### config.mk
export PLATFORM = sky130hd
export DESIGN_NAME = regheap_drain_64x16b
export DESIGN_NICKNAME = d
export VERILOG_FILES = /design/src/rtl/regheap_drain_64x16b.sv
export SDC_FILE = /design/constraint.sdc
export NUM_CORES = 2
export LEC_CHECK = 0
export ABC_AREA = 1
export CAP_MARGIN = 20
export CORE_AREA = 2 2 426 428
export DETAILED_ROUTE_END_ITERATION = 12
export DIE_AREA = 0 0 428 430
export PLACE_DENSITY_LB_ADDON = 0.12
export SLEW_MARGIN = 25
export SYNTH_ARGS = -nofsm -noshare
export SYNTH_HDL_FRONTEND = slang
export SYNTH_SLANG_ARGS = --single-unit
### constraint.sdc
create_clock -name clk -period 4.4 [get_ports clk]
set_input_delay 0.44 -clock clk [delete_from_list [all_inputs] [get_ports clk]]
set_output_delay 0.44 -clock clk [all_outputs]
set_load 0.05 [all_outputs]
### src/rtl/regheap_drain_64x16b.sv
// Snapshots a 64 x 16b accumulator heap and streams it out as 16 beats of 4 lanes.
// The heap can optionally be cleared in the cycle after capture so it can start accumulating again.
module regheap_drain_64x16b #(
    parameter int CLR_AFTER_LOAD = 1
) (
    input  logic          clk,
    input  logic          rst,
    input  logic          snap_req,
    input  logic [1023:0] heap_data,
    input  logic          heap_data_v,
    output logic          heap_clr,
    output logic          busy,
    output logic [63:0]   out_data,
    output logic          out_valid,
    input  logic          out_ready,
    output logic          out_last,
    output logic [3:0]    out_idx,
    output logic          done
);

    localparam int BEAT_W   = 64;
    localparam int LAST_IDX = 15;

    typedef enum logic [1:0] {IDLE, WAIT, STREAM, DONE} state_t;

    state_t          r_state;
    logic [1023:0]   r_snapshot;
    logic [63:0]     r_out_data;
    logic            r_out_valid;
    logic            r_out_last;
    logic [3:0]      r_out_idx;
    logic            r_heap_clr;
    logic            r_busy;
    logic            r_done;

    state_t          w_state_nxt;
    logic            w_capture;
    logic            w_xfer;
    logic [63:0]     w_data_nxt;
    logic            w_valid_nxt;
    logic            w_last_nxt;
    logic [3:0]      w_idx_nxt;
    logic            w_clr_nxt;
    logic            w_busy_nxt;
    logic            w_done_nxt;

    always_comb begin
        w_state_nxt = r_state;
        w_capture   = 1'b0;
        w_xfer      = r_out_valid && out_ready;
        case (r_state)
            IDLE: begin
                if (snap_req) begin
                    if (heap_data_v) begin
                        w_capture   = 1'b1;
                        w_state_nxt = STREAM;
                    end else begin
                        w_state_nxt = WAIT;
                    end
                end
            end
            WAIT: begin
                if (heap_data_v) begin
                    w_capture   = 1'b1;
                    w_state_nxt = STREAM;
                end
            end
            STREAM: begin
                if (w_xfer && (r_out_idx == 4'(LAST_IDX)))
                    w_state_nxt = DONE;
            end
            DONE: w_state_nxt = IDLE;
            default: w_state_nxt = IDLE;
        endcase

        // Index wraps 15 -> 0 naturally on the final handshake.
        w_idx_nxt = r_out_idx;
        if (w_capture)
            w_idx_nxt = 4'd0;
        else if (w_xfer)
            w_idx_nxt = r_out_idx + 4'd1;

        w_valid_nxt = (w_state_nxt == STREAM);

        // First beat comes straight from the heap since the snapshot is loading on the same edge.
        w_data_nxt = r_out_data;
        if (!w_valid_nxt)
            w_data_nxt = '0;
        else if (w_capture)
            w_data_nxt = heap_data[BEAT_W-1:0];
        else if (w_xfer)
            w_data_nxt = r_snapshot[{w_idx_nxt, 6'd0} +: BEAT_W];

        w_last_nxt = w_valid_nxt && (w_idx_nxt == 4'(LAST_IDX));
        w_clr_nxt  = w_capture && (CLR_AFTER_LOAD != 0);
        w_busy_nxt = (w_state_nxt == WAIT) || (w_state_nxt == STREAM);
        w_done_nxt = (w_state_nxt == DONE);
    end

    always_ff @(posedge clk or negedge rst) begin
        if (!rst) begin
            r_state     <= IDLE;
            r_snapshot  <= '0;
            r_out_data  <= '0;
            r_out_valid <= 1'b0;
            r_out_last  <= 1'b0;
            r_out_idx   <= 4'd0;
            r_heap_clr  <= 1'b0;
            r_busy      <= 1'b0;
            r_done      <= 1'b0;
        end else begin
            r_state     <= w_state_nxt;
            if (w_capture)
                r_snapshot <= heap_data;
            r_out_data  <= w_data_nxt;
            r_out_valid <= w_valid_nxt;
            r_out_last  <= w_last_nxt;
            r_out_idx   <= w_idx_nxt;
            r_heap_clr  <= w_clr_nxt;
            r_busy      <= w_busy_nxt;
            r_done      <= w_done_nxt;
        end
    end

    assign heap_clr  = r_heap_clr;
    assign busy      = r_busy;
    assign out_data  = r_out_data;
    assign out_valid = r_out_valid;
    assign out_last  = r_out_last;
    assign out_idx   = r_out_idx;
    assign done      = r_done;

endmodule

After elaboration in Yosys (flattened, before gate mapping)
Index checks and enable logic that the tools add are counted.
Widths: inputs -> output; s select.
Word-level totals
  input bits: 1029
  output and inout bits: 73
  word-level logic and storage cells: 38
  bits in writable memories: 0
  memories kept: 0
  bits in latches: 0
  register bits: 1099
  memory bits (read-only): 0
Cells by class
  reduce and logical (&&, ||, !) cells: 5
  magnitude comparators: 0
  multipliers: 0
  multiplexer cells: 13
  shift-type cells: 1
  bitwise gates (word level): 0
  add/sub/neg operators: 1
  eq/ne operators: 9
  div/mod/pow operators: 0
Operator list (number)
  $shiftx 1024x11->64: 1
  $mux 64: 3
  $eq 2x2->1 const B: 4
  $eq 4x4->1 const B: 2
  $mux 2: 4
  $mux 4: 2
  $pmux 2 s4: 1
  $add 4x1->4 const B: 1
  $eq 2x1->1 const B: 2
  $logic_and 1x1->1: 3
  $ne 3x2->1 const B: 1
  $logic_not 2->1: 1
  $mux 1: 2
  $pmux 1 s2: 1
  $logic_or 1x1->1: 1

Longest topological paths before layout
  depth after elaboration: 8
  mapped depth: 17
  depth with buffers taken out: 13

Worst setup path before layout
Ideal clock, no wire load.
  path kind: input to register
  from: input port heap_data_v
  to: register r_out_data[10] (netlist: out_data[10])
  slack: 1.707 ns
  stages: 17
  data required time: 4.282 ns
  data arrival time: 2.575 ns
  path buffers: 5
  library setup time: 0.118 ns
  path through: inv_1 nor2_1 nand2_2 buf_2 buf_2 clkbuf_1 buf_2 o21ai_0 ha_1 inv_1 nor3_1 nor2_1 inv_2 clkbuf_1 nor2_1 nand2_1 nand2_1
On the way
  elaborated cells between the ends (all ways): 14
RTL lines
  start: declaration: line 10  | input logic heap_data_v,
  $mux 2: line 54  | if (heap_data_v) begin
  $mux 2: line 53  | if (snap_req) begin
  $pmux 2 s4 (*): line 51  | case (r_state)
  named net w_state_nxt[1]: line 36  | state_t w_state_nxt;
  $eq 2x2->1 (*): line 83  | w_valid_nxt = (w_state_nxt == STREAM);
  named net w_valid_nxt: line 40  | logic w_valid_nxt;
  $ne 3x2->1 (no source line) or $mux 64 (tied branches)
  end signal: assignment: line 115  | r_out_data <= w_data_nxt;
  end: declaration: line 28  | logic [63:0] r_out_data;
Mark *: on every way through the listed nets, which the timed path passes. The rest lies on a longest branch. The select of a mux whose other input is x is not followed.
A chain may end at the register's enable or synchronous reset.

Worst setup path after layout
  from: register r_out_idx[0] (netlist: out_idx[0])
  to: register r_out_data[33] (netlist: out_data[33])
On the way
  longest elaborated chain between the ends: 7
  elaborated cells between the ends (all ways): 13
RTL lines
  start: declaration: line 31  | logic [3:0] r_out_idx;
  start signal: assignment: line 118  | r_out_idx <= w_idx_nxt;
  $add 4x1->4: line 81  | w_idx_nxt = r_out_idx + 4'd1;
  $mux 4: line 80  | else if (w_xfer)
  $mux 4: line 78  | if (w_capture)
  $shiftx 1024x11->64: line 92  | w_data_nxt = r_snapshot[{w_idx_nxt, 6'd0} +: BEAT_W];
  $mux 64: line 91  | else if (w_xfer)
  $mux 64: line 89  | else if (w_capture)
  $mux 64: line 87  | if (!w_valid_nxt)
Several ways; a longest one is shown, not always the timed one. The select of a mux whose other input is x is not followed.

==> run summary <==
TritonCTS built the clock tree. The smallest hold slack was 0.177 ns; the width of the die was 428 microns. The first global-routing pass estimated 355000 microns of wire.

The power share of the combinational group is 0.457. At the pin with the least slew margin, the transition time is 1.15 ns. The average via count per standard cell is 4.75.

Once detail routing completed, the nets flagged for antenna violations numbered 0. The run gives 34.4 nW as the static leakage power. In this run the deepest clock path goes through 3 buffers.

The overall via count from detail_route is 49312. In this run the vertical extent of the chip is 430 microns. During placement, the flow inserted port buffers numbering 1101.

In this run the critical register-to-register path is launched from out_idx[0]. The internal power of the cells came out at 29.6 mW. The congestion estimate from routability-driven global placement came to 0.889. After detailed routing, the number of remaining DRC violations is 0. The total overflow left after global routing is 0. The routed wire length was 246000 microns; the register-to-register path setup slack was 0.78 ns. The run gives 0 as the final setup violation count.

The endpoint kind of the worst setup timing path is a flip-flop. The register share of total power came out at 0.330. After floorplanning, the core was divided into 156 placement rows. The layout has 18793 filler cells. In this run the cell area of the synthesized design comes to 51300 sq um.

Average routed wire per standard cell: 23.7 microns. Static timing analysis puts the maximum clock frequency at 277 MHz. For this design the ratio of total power to cell area is 772 nW/um^2.

At the end of the flow, the number of nets in the layout was 8909. The count of cells along the worst register-to-register path is 13, and the clock tree skew after final layout is 0.0242 ns. IR analysis of the VDD net gives a maximum drop of 613 uV.

The library cell used most frequently in the layout, excluding fill and tap cells, is sky130_fd_sc_hd__nand2_1. Clock tree synthesis inserted a total of 136 buffers. For the endpoint required time on the critical path, the log shows 5.05 ns.

In this run the worst setup path begins at out_idx[0]. The floorplan step defined a core boundary enclosing 180000 sq um. The number of synthesis warnings is 0. The critical path ends at out_data[33]. In this run, the number of DRC markers left after iteration 0 of detailed routing was 4620. The run gives 0.233 as the remaining max-slew budget at the tightest pin. The number of hold-repair buffers added at the cts stage came out at 1.

The global-route total usage across every layer was 0.262. Setup total negative slack on the finished layout was measured at 0 ns. After synthesis, the mean cell area works out to 7.35 sq um. The sequential cells in the finished layout cover a total of 27500 sq um.

The buffer cell driving the clock tree root is sky130_fd_sc_hd__clkbuf_16. In this run, synthesis produced a sequential element count of 1099. The number of pins with negative max-slew slack in the final report was 0; the post-synth net total was 8012. The run gives 4.26 ns as the signal arrival time at the worst endpoint. The library cells used most frequently in the layout, excluding fill and tap cells, are 4194 x sky130_fd_sc_hd__nand2_1, 1100 x sky130_fd_sc_hd__clkdlybuf4s50_1, 1099 x sky130_fd_sc_hd__dfrtp_1. The area added between synthesis and finish works out to 34.7%. The number of setup buffers added after CTS is 0. The number of gates resized after CTS was 0.

The startpoint class of the critical path is a flip-flop. The part of the cycle the worst path needs came out at 0.822. In the final layout, the multi-input gates occupy 21500 sq um.

The largest fanout of any net on the critical path is 80, and the hold violation total from the final report is 0. The wire-length estimate of the detail-placed layout is 175000 microns. The number of iterations in the first detailed-routing pass is 6. The clock edge transition at the registers on the reported setup and hold paths works out to 0.06 ns. Number of distinct library cells after synthesis: 22. The count of H-tree levels built during CTS is 4, and the fraction of power consumed by the clock network is 0.212. The worst register-to-register path ends at out_data[33]. The logs give 0.77 ns for the clock latency on the worst-skew pair and 223 for the pin count of the biggest net entering global routing.

The post-synthesis sequential area ratio is 0.536. The run finished with clean final reports. The tool flagged a number of max-cap violations equal to 0. CTS saw 1099 sinks. Setup repair after global routing left no endpoint under its margin.

The layout cell share with drive strength beyond 1 is 0.0414, and the switching power of the nets is 23.8 mW. The number of antenna violations at the first check in global routing is 44. The gate count after technology mapping came out at 6980. The path class of the tightest hold or removal check is in -> async. The area of the die is 184000 sq um.

The run gives 53.4 mW as the power consumption. Critical path class: reg -> reg. The final period demand of the worst path was 3.62 ns; the top-level I/O count was 1102. The number of global-route vias before repair is 50494.

Fraction of power spent switching nets: 0.446. The initial cell density of the core is 0.286.
[cell families (layout without fill, tap and decap cells)]
family | after synthesis | in the layout | share of synthesized area
fa+ha+maj | 3 | 3 | 0.000731
flops | 1099 | 1099 | 0.536
simple gates | 5369 | 5369 | 0.416
buf+inv | 491 | 1484 | 0.0460
other cells | 0 | 33 | 0
compound gates | 18 | 18 | 0.00183
[cell type report]
type                    count  area share
inverters                  33     0.00251
flip-flops and latches   1099       0.398
diodes                     33     0.00119
clock inverters            34     0.00591
well taps                2370      0.0429
clock buffers             200      0.0577
repair buffers           1217       0.181
multi-input cells        5390       0.311
[power by group through the flow]
stage | clock, mW | combinational, mW | sequential (mW)
2_1_floorplan | 0 | 14.9 | 17.6
6_report | 11.3 | 24.4 | 17.6
5_1_grt | 12.0 | 27.3 | 18.2
4_1_cts | 11.6 | 24.9 | 17.6
3_3_place_gp | 0 | 24.8 | 17.7
3_5_place_dp | 0 | 24.8 | 17.7
[synth_stat cells, drive strengths merged]
cell type | number | area [sq um]
nand2 | 4197 | 15800
nand3 | 903 | 4530
nor3 | 3 | 20.0
ha | 3 | 37.5
inv | 33 | 131
o21ai | 17 | 85.1
buf | 316 | 1700
nor2 | 257 | 965
o32ai | 1 | 8.76
nand4 | 8 | 50.1
or2 | 1 | 6.26
dfrtp | 1099 | 27500
clkbuf | 142 | 533
[state kept, by name (all words and copies together), names as in the netlist]
| signal | count |
|---|---|
| done | 1 |
| out_valid | 1 |
| r_state | 2 |
| heap_clr | 1 |
| out_data | 64 |
| busy | 1 |
| out_idx | 4 |
| r_snapshot | 1024 |
| out_last | 1 |
[stage by stage]
step / utilization / setup WS, ns / instance area (sq um) / std cells
after floorplan: - / 1.71 / 51300 / 6980
after global placement: 0.359 / 0.294 / 64600 / 10104
after detailed placement: 0.359 / 0.317 / 64600 / 10105
after CTS: 0.384 / 0.692 / 69000 / 10340
after global routing: 0.385 / 0.593 / 69200 / 10373
final: 0.385 / 0.785 / 69200 / 10376
[worst max-delay path: stages (launching register included)]
cell and delay (ns):
sky130_fd_sc_hd__dfrtp_1 0.47, sky130_fd_sc_hd__ha_1 0.31, sky130_fd_sc_hd__or2_0 0.17, sky130_fd_sc_hd__nand3_4 0.35
sky130_fd_sc_hd__inv_8 0.62, sky130_fd_sc_hd__buf_12 0.31, sky130_fd_sc_hd__buf_12 0.22, sky130_fd_sc_hd__nand3_1 0.10
sky130_fd_sc_hd__nand3_1 0.12, sky130_fd_sc_hd__nand3_1 0.30, sky130_fd_sc_hd__nand2_1 0.19, sky130_fd_sc_hd__nand2_1 0.06
sky130_fd_sc_hd__nand2_1 0.08, sky130_fd_sc_hd__nand2_1 0.05
[how the worst min path moves through the flow]
stage                          from  slack (ns)               end  cells past startpoint
finish                          rst        0.18  r_snapshot[1023]                      2
global route                    rst        0.17   r_snapshot[743]                      2
CTS                  heap_data[219]        0.14   r_snapshot[219]                      3
detailed placement  r_snapshot[618]        0.46   r_snapshot[618]                      2
global placement    r_snapshot[434]        0.46   r_snapshot[434]                      2
floorplan                       rst        0.14              busy                      0
[metal layers]
metal / vias to the layer above / GRT usage / part of all wire
met2: 1528 / 0.463 / 0.52
met1: 23884 / 0.303 / 0.39
li1: 23502 / - / -
met4: 6 / 0.150 / 0.056
met3: 392 / 0.0379 / 0.043
met5: - / 0 / 0.00017
(Power assumes the default switching activity.)
